## config.mk

```make
export PLATFORM = sky130hd
export DESIGN_NAME = cla_pipe_adder
export DESIGN_NICKNAME = d
export VERILOG_FILES = /design/src/rtl/cla_pipe_adder.sv
export SDC_FILE = /design/constraint.sdc
export NUM_CORES = 1
export LEC_CHECK = 0
export BUFFER_PORTS_ARGS = -buffer_cell sky130_fd_sc_hd__buf_2
export CORE_MARGIN = 2
export CORE_UTILIZATION = 59
export DETAILED_ROUTE_END_ITERATION = 10
export PLACE_DENSITY_LB_ADDON = 0.08
export SYNTH_ARGS = -nofsm -noshare
export SYNTH_HDL_FRONTEND = slang
export SYNTH_SLANG_ARGS = --single-unit
export TNS_END_PERCENT = 30
```

## constraint.sdc

```tcl
create_clock -name clk -period 1.82 [get_ports clk]
set_input_delay 0.182 -clock clk [delete_from_list [all_inputs] [get_ports clk]]
set_output_delay 0.182 -clock clk [all_outputs]
set_load 0.005 [all_outputs]
```

## src/rtl/cla_pipe_adder.sv

```systemverilog
// Pipelined carry-lookahead adder/subtractor built from 4-bit CLA groups, GPS groups per stage.
// Define CLA_PIPE_OVF_EN to compile in signed-overflow detection; otherwise ovf is tied to 0.
module cla_pipe_adder #(
  parameter int unsigned WIDTH = 16,
  parameter int unsigned GPS   = 1
) (
  input  logic             clk,
  input  logic             rst_n,
  input  logic             in_valid,
  output logic             in_ready,
  input  logic [WIDTH-1:0] A,
  input  logic [WIDTH-1:0] B,
  input  logic             Cin,
  input  logic             sub,
  output logic             out_valid,
  input  logic             out_ready,
  output logic [WIDTH-1:0] Sum,
  output logic             Cout,
  output logic             ovf
);

  localparam int unsigned SW = 4 * GPS;
  localparam int unsigned S  = WIDTH / SW;

  // Level k (0..S-1) holds operands waiting for slice k; level S is the aligned result.
  logic [WIDTH-1:0] a_q   [S];
  logic [WIDTH-1:0] a_d   [S];
  logic [WIDTH-1:0] b_q   [S];
  logic [WIDTH-1:0] b_d   [S];
  logic [WIDTH-1:0] sum_q [S+1];
  logic [WIDTH-1:0] sum_d [S+1];
  logic [S:0]       c_q, c_d;
  logic [S:0]       v_q, v_d;
  logic             advance;

  function automatic logic [4:0] cla4(input logic [3:0] a, input logic [3:0] b, input logic ci);
    logic [3:0] g, p, c;
    logic       co;
    g    = a & b;
    p    = a ^ b;
    c[0] = ci;
    c[1] = g[0] | (p[0] & ci);
    c[2] = g[1] | (p[1] & g[0]) | (p[1] & p[0] & ci);
    c[3] = g[2] | (p[2] & g[1]) | (p[2] & p[1] & g[0]) | (p[2] & p[1] & p[0] & ci);
    co   = g[3] | (p[3] & g[2]) | (p[3] & p[2] & g[1]) | (p[3] & p[2] & p[1] & g[0])
         | (p[3] & p[2] & p[1] & p[0] & ci);
    return {co, p ^ c};
  endfunction

  assign advance  = !v_q[S] || out_ready;
  assign in_ready = advance;

  always_comb begin
    logic           carry;
    logic [4:0]     r;
    int unsigned    idx;
    carry = 1'b0;
    r     = '0;
    idx   = 0;
    a_d   = a_q;
    b_d   = b_q;
    sum_d = sum_q;
    c_d   = c_q;
    v_d   = v_q;
    if (advance) begin
      v_d[0] = in_valid;
      if (in_valid) begin
        a_d[0]   = A;
        b_d[0]   = sub ? ~B : B;
        c_d[0]   = Cin ^ sub;
        sum_d[0] = '0;
      end
      for (int unsigned j = 0; j < S; j++) begin
        carry      = c_q[j];
        sum_d[j+1] = sum_q[j];
        for (int unsigned g = 0; g < GPS; g++) begin
          idx                  = j * SW + g * 4;
          r                    = cla4(a_q[j][idx +: 4], b_q[j][idx +: 4], carry);
          sum_d[j+1][idx +: 4] = r[3:0];
          carry                = r[4];
        end
        c_d[j+1] = carry;
        v_d[j+1] = v_q[j];
        if (j + 1 < S) begin
          a_d[j+1] = a_q[j];
          b_d[j+1] = b_q[j];
        end
      end
    end
  end

  always_ff @(posedge clk or negedge rst_n) begin
    if (!rst_n) begin
      for (int k = 0; k < S; k++) begin
        a_q[k] <= '0;
        b_q[k] <= '0;
      end
      for (int k = 0; k <= S; k++) begin
        sum_q[k] <= '0;
      end
      c_q <= '0;
      v_q <= '0;
    end else begin
      a_q   <= a_d;
      b_q   <= b_d;
      sum_q <= sum_d;
      c_q   <= c_d;
      v_q   <= v_d;
    end
  end

  assign out_valid = v_q[S];
  assign Sum       = sum_q[S];
  assign Cout      = c_q[S];

`ifdef CLA_PIPE_OVF_EN
  logic ovf_q, ovf_d;

  // Sign bits of A and Beff ride with the final-stage operands.
  always_comb begin
    ovf_d = ovf_q;
    if (advance) begin
      ovf_d = (a_q[S-1][WIDTH-1] == b_q[S-1][WIDTH-1]) &&
              (sum_d[S][WIDTH-1] != a_q[S-1][WIDTH-1]);
    end
  end

  always_ff @(posedge clk or negedge rst_n) begin
    if (!rst_n) ovf_q <= 1'b0;
    else        ovf_q <= ovf_d;
  end

  assign ovf = ovf_q;
`else
  assign ovf = 1'b0;
`endif

endmodule

```

== Yosys cells after proc, flatten, opt, wreduce, memory -nomap -nowiden ==
Index checks and enable logic that the tools add are counted.

* Output and inout bits: 20
* Input port bits: 38
* Register bits after elaboration: 178
* Logic and storage cells: 137

* Mux-type cells: 1
* Bitwise logic cells: 118
* Reductions and logical operators: 3

{| class="wikitable"
|+ Operators with widths
! cell !! count
|-
| bitwise AND 1 bit || 64
|-
| bitwise OR 1 bit || 40
|-
| bitwise XOR 4 bit || 8
|-
| bitwise AND 4 bit || 4
|-
| two-way mux 16 bit || 1
|-
| inverter 16 bit || 1
|-
| AND reduction 2 bit || 1
|-
| logical NOT 1 bit || 1
|-
| logical OR 1 bit || 1
|-
| bitwise XOR 1 bit || 1
|}

== Logic depth before layout (Yosys ltp) ==
Gate-level depths: netlist of run 1.

* Depth in word-level cells: 6
* Gate-level depth with buffers: 7
* Gate-level depth less buffers: 5

== Worst setup path after synthesis of run 1 ==
OpenSTA, ideal clock, no wires.

* Path kind: register to register
* Start: register a_q[48] in the netlist's numbering
* End: register c_q[1]
* Arrival: 1,317 ps
* Path slack: 371 ps
* Stages on the path, launching flop included: 6
* Path buffers: 0
* Library setup time: 133 ps
* Data required time: 1,687 ps
* Period minus slack after synthesis: 1,449 ps
* Cells stage by stage: dfrtp_1 > ha_1 > a211oi_1 > o21bai_1 > a211oi_1 > a21oi_1

* Longest elaborated chain between the ends: 4
* Elaborated cells on any way between the ends: 7
* Those cells by class: 7 x bitwise

{| class="wikitable"
|+ Ends and longest elaborated chain
! what !! line !! source
|-
| from (decl) || 26 || <nowiki>logic [WIDTH-1:0] a_q [S];</nowiki>
|-
| from (signal, indexed assignment) || 95 || <nowiki>a_q[k] <= '0;</nowiki>
|-
| from (signal assigned) || 104 || <nowiki>a_q <= a_d;</nowiki>
|-
| bitwise AND 4 bit / bitwise XOR 4 bit (equally long branches) || 39, 40 ||
|-
| bitwise AND 1 bit (on tied branches) || 45, 46 ||
|-
| bitwise OR 1 bit / bitwise AND 1 bit (equally long branches) || 45, 46 ||
|-
| bitwise OR 1 bit * || 46 || <nowiki>| (p[3] & p[2] & p[1] & p[0] & ci);</nowiki>
|-
| to (signal assigned) || 101 || <nowiki>c_q <= '0;</nowiki>
|-
| to (signal assigned) || 107 || <nowiki>c_q <= c_d;</nowiki>
|-
| to (decl) || 32 || <nowiki>logic [S:0] c_q, c_d;</nowiki>
|}

Mark *: on every way between the ends. The rest lies on a longest branch, timed or not.
A chain may end at the register's enable or synchronous reset.

== Worst setup path in the final report of run 1 ==
* Start: register v_q[4]
* End: output port in_ready

* Longest elaborated chain between the ends: 2

{| class="wikitable"
|+ Ends and longest elaborated chain
! what !! line !! source
|-
| from (decl) || 33 || <nowiki>logic [S:0] v_q, v_d;</nowiki>
|-
| from (signal assigned) || 108 || <nowiki>v_q <= v_d;</nowiki>
|-
| logical NOT 1 bit || 50 || <nowiki>assign advance = !v_q[S] || out_ready;</nowiki>
|-
| logical OR 1 bit || 50 ||
|-
| to (decl) || 10 || <nowiki>output logic in_ready,</nowiki>
|}

No other way between the ends.

==> out/results.tsv, run 1 <==
stage	metric	value	unit
routing	drt_iter0_drc	181	
min_path	hold_end	v_q[0]	
routing	vias	3923	
sta	slew_headroom	66.4	%
routing	wirelength	10700	um
routing	ant_nets	0	
min_path	hold_class	primary input to flop	
place	placed_cells	722	
floorplan	core.rowCount	35	
cts	clockRootBuffer	clkbuf_8	
final_layout	final_layout_size_suffix_gt1_share	17.0	%
cts	cts_inserted_buffers	17	
flow_run	drv_cap	0	
place	place_ws	0.212	ns
grt	grt_overflow_total	0	
logic_synthesis	seq_area_frac_synth	57.2	%
worst_setup_path	timing.rr.start	a_q[48]	
logic_synthesis	syn_nets	633	
sta	clock.fmax	588	MHz
routing	dr.pass1.iters	4	
logic_synthesis	async_reset_ff_share	100	%
routing	routed_via_density	4.97	
sta	finalSetupTns	0	ns
cts	cts_buffer_depth	2	
final_layout	synthToLayoutAreaGrowth	22.4	%
final_layout	diodes	0	
worst_setup_path	reg2reg_slack	0.16	ns
logic_synthesis	synth_area_per_cell	9.89	um^2
routing	wl_per_cell	13.6	um
logic_synthesis	ys_ff_latch	130	
logic_synthesis	synth_edf_count	0	
power_and_ir_drop	p_per_area	1740	mW/mm^2
cts	cts_tree	yes	
logic_synthesis	synthTopCellsByArea	dfrtp_1, nand2_1, mux2_4	
logic_synthesis	synthCells	575	
floorplan	core-area	0.00928	mm^2
grt	first_global_vias	3881	
logic_synthesis	yosys.cell_types.count	25	
place	io_buffers	56	
worst_setup_path	r2r-end	c_q[1]	
final_layout	nNetsFinal	705	
sta	rsz0062_at_grt	false	
grt	grt_max_degree	95	
sta	hold_violations	0	
power_and_ir_drop	peakVddDrop	0.870	mV
logic_synthesis	netlist.area_leader.share	57.2	%
worst_setup_path	cpPeakStageDelay	0.37	ns
power_and_ir_drop	leakagePower	3.57	nW
logic_synthesis	synthFlopType	dfrtp_1	
min_path	holdCritStartpoint	in_valid	
cts	cts_sinks	130	
worst_setup_path	worstPathMaxFanout	50	
routing	drc_errors	0	
grt	grt_pass1_wl	18100	um
worst_setup_path	crit_path_top_delay_cell	dfrtp_1	
floorplan	ios	58	
floorplan	die_h	102	um
grt	antenna_found_initial	0	
worst_setup_path	cp-start-kind	flop	
final_layout	post-route-util	75.0	%
sta	slew_violations	0	
floorplan	dieArea	0.0104	mm^2
logic_synthesis	yosys.area.top_type	dfrtp_1	
grt	grtUsageTotal	23.0	%
outcome	status	finished clean	
worst_setup_path	worstSetupPathType	flop to output port	
worst_setup_path	crit_chain	nor2b_4, inv_6, buf_16, buf_2	
worst_setup_path	rr_worst_depth	5	
logic_synthesis	yosys_warnings	0	
sta	setup_viol	0	
sta	worst_pin_slew	0.503	ns
worst_setup_path	critPathCaptureType	output port	
cts	clk_latency	0.51	ns
floorplan	start_util	61.2	%
sta	final.period_utilization	93.4	%
sta	whs	0.0570	ns
sta	worst_slack	0.120	ns
worst_setup_path	crit_required	1.64	ns
final_layout	final_cell_count_no_fill	789	
place	place_hpwl	6180	um
place	gp_congestion	0.757	
sta	fin_crit	1.70	ns
cts	clkTransAtPathRegs	0.06	ns
cts	ctsHtreeMaxLevel	4	
logic_synthesis	syn_area	0.00568	mm^2
worst_setup_path	arrival	1.52	ns
min_path	hold_depth	3	
sta	finClkSkew	0.00942	ns
floorplan	die_x	102	um
-- cells in the mapped netlist, types with 6 or more instances --
master	instances
ha_1	16
clkbuf_1	10
buf_2	12
a211oi_1	9
o21ai_0	35
xnor2_1	21
mux2_4	15
inv_1	6
dfrtp_1	130
nand2_1	254
nor2_1	9
buf_4	19
a21oi_1	13
-- kinds of logic after synthesis --
logic type	after synthesis	share of synthesized area (%)
and+or+nand+nor	266	17.8
DFF	130	57.2
AOI/OAI and AO/OA	65	6.47
buffers and inverters	52	5.50
xor gates and xnor gates	25	3.85
adders and majority gates	20	4.93
muxes	16	4.16
other	1	0.0660
-- cell type report --
| type | instances | area, um^2 |
|---|---|---|
| clock inverter | 10 | 156 |
| timing repair buffer | 98 | 778 |
| inverter | 7 | 31.3 |
| multi-input combinational | 393 | 2130 |
| tap | 129 | 161 |
| sequential | 130 | 3250 |
| clock buffer | 22 | 453 |
| fill | 682 | 2320 |
-- critical path, delay by kind of cell (launching register included) --
kind,cells,cell delay (ns)
buffers and inverters,3,0.47
DFF,1,0.37
and+or+nand+nor,1,0.15
-- placed cells by master (no fill, tap or decap), types with 3 or more instances in the layout --
master	Yosys	layout
nand2_1	254	254
dfrtp_1	130	130
buf_2	12	55
o21ai_0	35	35
dlygate4sd3_1	0	34
xnor2_1	21	21
ha_1	16	16
clkbuf_16	0	16
mux2_4	15	15
a21oi_1	13	13
a211oi_1	9	9
nor2_1	9	9
inv_1	6	6
o21bai_1	4	4
xor2_1	4	4
a21o_1	4	4
fa_1	4	4
bufinv_16	0	4
clkinv_2	0	4
buf_12	0	4
clkbuf_8	0	3
clkbuf_1	10	3
buf_4	19	3
-- how the worst max path moves through the flow --
| stage | startpoint | to | slack (ns) |
|---|---|---|---|
| 2_1_floorplan | a_q[48] | c_q[1] | 0.37 |
| 3_3_place_gp | a_q[48] | c_q[1] | 0.31 |
| 3_5_place_dp | a_q[48] | c_q[1] | 0.21 |
| 4_1_cts | v_q[4] | in_ready | 0.09 |
| 5_1_grt | a_q[48] | c_q[1] | 0.03 |
| 6_report | v_q[4] | in_ready | 0.12 |
-- power by group --
group | leakage (nW) | switching [mW] | internal (mW)
registers | 1.57 | 0.740 | 4.18
clock network | 0.299 | 1.18 | 2.29
logic | 1.70 | 1.99 | 1.71
total | 3.57 | 3.92 | 8.19
-- timing repair --
action | 4_1_cts | 5_1_grt
setup endpoints to repair | 1 | 0
hold buffers | 34 | 0
endpoints found under the hold margin | 68 | 0
resized for setup | 1 | 0
setup buffers | 0 | 0
-- per-stage QoR --
stage / area, um^2 / total power, mW
3_5_place_dp: 5970 / 8.51
3_3_place_gp: 5970 / 8.29
2_1_floorplan: 5680 / 7.70
4_1_cts: 6960 / 12.2
6_report: 6960 / 12.1
5_1_grt: 6960 / 13.0
-- metal layers --
metal | share of wire [%] | vias to the layer above | GRT usage [%]
met4 | 1.6 | 0 | 8.82
li1 | - | 1960 | -
met5 | 0 | - | 0
met2 | 50 | 94 | 38.6
met1 | 44 | 1855 | 28.3
met3 | 4.4 | 14 | 6.91
-- state kept, by name, indices dropped and copies added (netlist names) --
register / count
Sum: 16
b_q: 40
c_q: 5
a_q: 40
v_q: 5
sum_q: 24
Power figures use the tool's default switching activity.
==> run 2: changes to the inputs <==
--- a/config.mk
+++ b/config.mk
@@ -5,6 +5,7 @@
 export SDC_FILE = /design/constraint.sdc
 export NUM_CORES = 1
 export LEC_CHECK = 0
+export ABC_AREA = 1
 export BUFFER_PORTS_ARGS = -buffer_cell sky130_fd_sc_hd__buf_2
 export CORE_MARGIN = 2
 export CORE_UTILIZATION = 59
==> out/results.tsv, run 2 <==
stage	metric	value	unit	change
sta	finalSetupTns	0	ns	unchanged
routing	routed_via_density	4.90		was 4.97
logic_synthesis	syn_area	0.00577	mm^2	was 0.00568 mm^2
routing	wirelength	10800	um	was 10700 um
logic_synthesis	yosys_warnings	0		unchanged
cts	cts_tree	yes		unchanged
logic_synthesis	synth_common_cells	nand2_1, dfrtp_1, o21ai_0		unchanged
cts	clockRootBuffer	clkbuf_8		unchanged
logic_synthesis	synth_mux_area_share	0	%	was 4.16%
worst_setup_path	cp-start-kind	flop		unchanged
sta	worst_slack	0.227	ns	was 0.120 ns
logic_synthesis	synth-simple-area-share	22.6	%	was 17.8%
worst_setup_path	critPathCaptureType	output port		unchanged
logic_synthesis	synth_fa_ha_area_share	4.86	%	was 4.93%
final_layout	synthToLayoutAreaGrowth	19.9	%	was 22.4%
floorplan	die_x	103	um	was 102 um
cts	cts_buffer_depth	2		unchanged
grt	first_global_vias	4027		was 3881
final_layout	final_layout_size_suffix_gt1_share	14.4	%	was 17.0%
sta	finClkSkew	0.00766	ns	was 0.00942 ns
routing	drt_iter0_drc	186		was 181
final_layout	final_common_cell	nand2_1		unchanged
floorplan	core.rowCount	36		was 35
sta	setup_viol	0		unchanged
sta	fin_crit	1.59	ns	was 1.70 ns
logic_synthesis	synth_area_per_cell	9.03	um^2	was 9.89 um^2
cts	cts_inserted_buffers	17		unchanged
floorplan	core-area	0.00964	mm^2	was 0.00928 mm^2
logic_synthesis	yosys.area.top_type	dfrtp_1		unchanged
routing	dr_wl_met2	5040	um	was 5390 um
routing	wl_met3	312	um	was 469 um
grt	grt_overflow_total	0		unchanged
sta	final.period_utilization	87.5	%	was 93.4%
floorplan	dieArea	0.0106	mm^2	was 0.0104 mm^2
logic_synthesis	synth_edf_count	0		unchanged
routing	vias	4192		was 3923
logic_synthesis	seq_area_frac_synth	56.4	%	was 57.2%
place	place_ws	0.387	ns	was 0.212 ns
logic_synthesis	synth_top_family_by_area	simple AND/OR/NAND/NOR gates		unchanged
logic_synthesis	netlist.area_leader.share	56.4	%	was 57.2%
cts	postCtsSetupBuffers	0		unchanged
logic_synthesis	syn_nets	697		was 633
routing	drc_errors	0		unchanged
final_layout	diodes	0		unchanged
cts	clkTransAtPathRegs	0.06	ns	about the same
worst_setup_path	arrival	1.41	ns	was 1.52 ns
logic_synthesis	synth_xor_area_share	3.19	%	was 3.85%
routing	top_layer_used	met4		unchanged
power_and_ir_drop	p_per_area	1690	mW/mm^2	was 1740 mW/mm^2
worst_setup_path	crit_required	1.64	ns	about the same
logic_synthesis	yosys.cell_types.count	23		was 25
logic_synthesis	synth-compound-area-share	5.03	%	was 6.47%
cts	cts_resized	0		was 1
place	place_hpwl	6680	um	was 6180 um
floorplan	ios	58		unchanged
worst_setup_path	worstSetupPathType	flop to output port		unchanged
cts	cts_sinks	130		unchanged
worst_setup_path	worstPathMaxFanout	12		was 50
final_layout	nNetsFinal	768		was 705
place	io_buffers	56		unchanged
final_layout	largest_registers	a_q: 40 flops, b_q: 40 flops, sum_q: 24 flops		unchanged
flow_run	drv_cap	0		unchanged
worst_setup_path	crit_path_top_delay_cell	dfrtp_1		unchanged
logic_synthesis	async_reset_ff_share	100	%	unchanged
grt	grtUsageTotal	22.4	%	was 23.0%
place	gp_congestion	0.781		was 0.757
grt	antenna_found_initial	0		unchanged
routing	met1_length	5320	um	was 4700 um
routing	dr.pass1.iters	4		unchanged
outcome	status	finished clean		unchanged
sta	clock.fmax	628	MHz	was 588 MHz
sta	slew_violations	0		unchanged
floorplan	start_util	59.9	%	was 61.2%
cts	holdBufCountCts	34		unchanged
min_path	hold_class	primary input to flop		unchanged
grt	grt_max_degree	102		was 95
worst_setup_path	cpPeakStageDelay	0.34	ns	was 0.37 ns
power_and_ir_drop	leakagePower	3.59	nW	was 3.57 nW
routing	ant_nets	0		unchanged
logic_synthesis	yosysMostFrequentCell	nand2_1		unchanged
logic_synthesis	ys_ff_latch	130		unchanged
sta	rsz0062_at_grt	false		unchanged
power_and_ir_drop	peakVddDrop	0.695	mV	was 0.870 mV
routing	wl_per_cell	12.6	um	was 13.6 um
cts	ctsHtreeMaxLevel	4		unchanged
final_layout	final_cell_mix	nand2_1, dfrtp_1, buf_2, o21ai_0, dlygate4sd3_1		unchanged
logic_synthesis	synthTopCellsByArea	dfrtp_1, nand2_1, ha_1		was dfrtp_1, nand2_1, mux2_4
cts	clk_latency	0.52	ns	was 0.51 ns
logic_synthesis	synthCells	639		was 575
sta	hold_violations	0		unchanged
floorplan	die_h	103	um	was 102 um
grt	grt_pass1_wl	18400	um	was 18100 um
logic_synthesis	synthFlopType	dfrtp_1		unchanged
worst_setup_path	crit_chain	inv_1, nor2_4, inv_2, buf_4, buf_2		was nor2b_4, inv_6, buf_16, buf_2
-- run 2: worst paths after layout --
| kind | from | endpoint | slack (ns) | cells past startpoint |
|---|---|---|---|---|
| max | v_q[4] | in_ready | 0.23 | 5 |
| min | in_valid | v_q[0] | 0.10 | 3 |
| max reg2reg | a_q[26] | sum_q[27] | 0.36 | 7 |
| min reg2reg | a_q[28] | a_q[12] | 0.47 | 2 |
| max in group asynchronous | rst_n | b_q[38] | 1.04 | 3 |
| min in group asynchronous | rst_n | a_q[13] | 0.14 | 2 |
-- run 2: logic make-up (layout without fill, tap and decap cells) --
family	count (synthesis)	count (layout)
AOI/OAI and AO/OA	58	58
xor gates and xnor gates	21	21
adders and majority gates	20	20
buffers and inverters	78	162
DFF	130	130
other	1	1
and+or+nand+nor	331	331
-- run 2: worst max-delay path: cells and delay by family (launching register included) --
family	cells	cell delay, ns
and+or+nand+nor	1	0.12
buffers and inverters	4	0.43
DFF	1	0.34
-- run 2: layout make-up --
| cell class | count | area [um^2] |
|---|---|---|
| multi-input cells | 431 | 2060 |
| well taps | 133 | 166 |
| clock inverters | 13 | 151 |
| clock buffers | 19 | 432 |
| repair buffers | 98 | 733 |
| fillers | 767 | 2720 |
| flip-flops and latches | 130 | 3250 |
| inverters | 32 | 120 |
-- run 2: where the power goes --
part           total (mW)  internal, mW  switching, mW
Combinational        3.51          1.47           2.05
Sequential           4.84          4.14          0.697
Clock                3.31          2.01           1.30
Total                11.7          7.61           4.04
-- run 2: layer usage --
metal  track usage (%)  vias to the layer above
met3              5.56                       11
met5                 0                        -
met1              30.6                     1972
met2              35.8                       76
met4              6.88                        0
li1                  -                     2133
-- run 2: through the flow --
step,power (mW),hold slack [ns],cell area (um^2),utilization [%],instances
6_report,11.7,0.104,6920,71.8,856
5_1_grt,12.6,0.129,6920,71.8,856
4_1_cts,11.8,0.0880,6920,71.8,856
3_5_place_dp,8.33,0.150,5990,62.2,790
3_3_place_gp,8.11,0.144,5990,62.2,790
2_1_floorplan,7.59,-0.114,5770,-,639
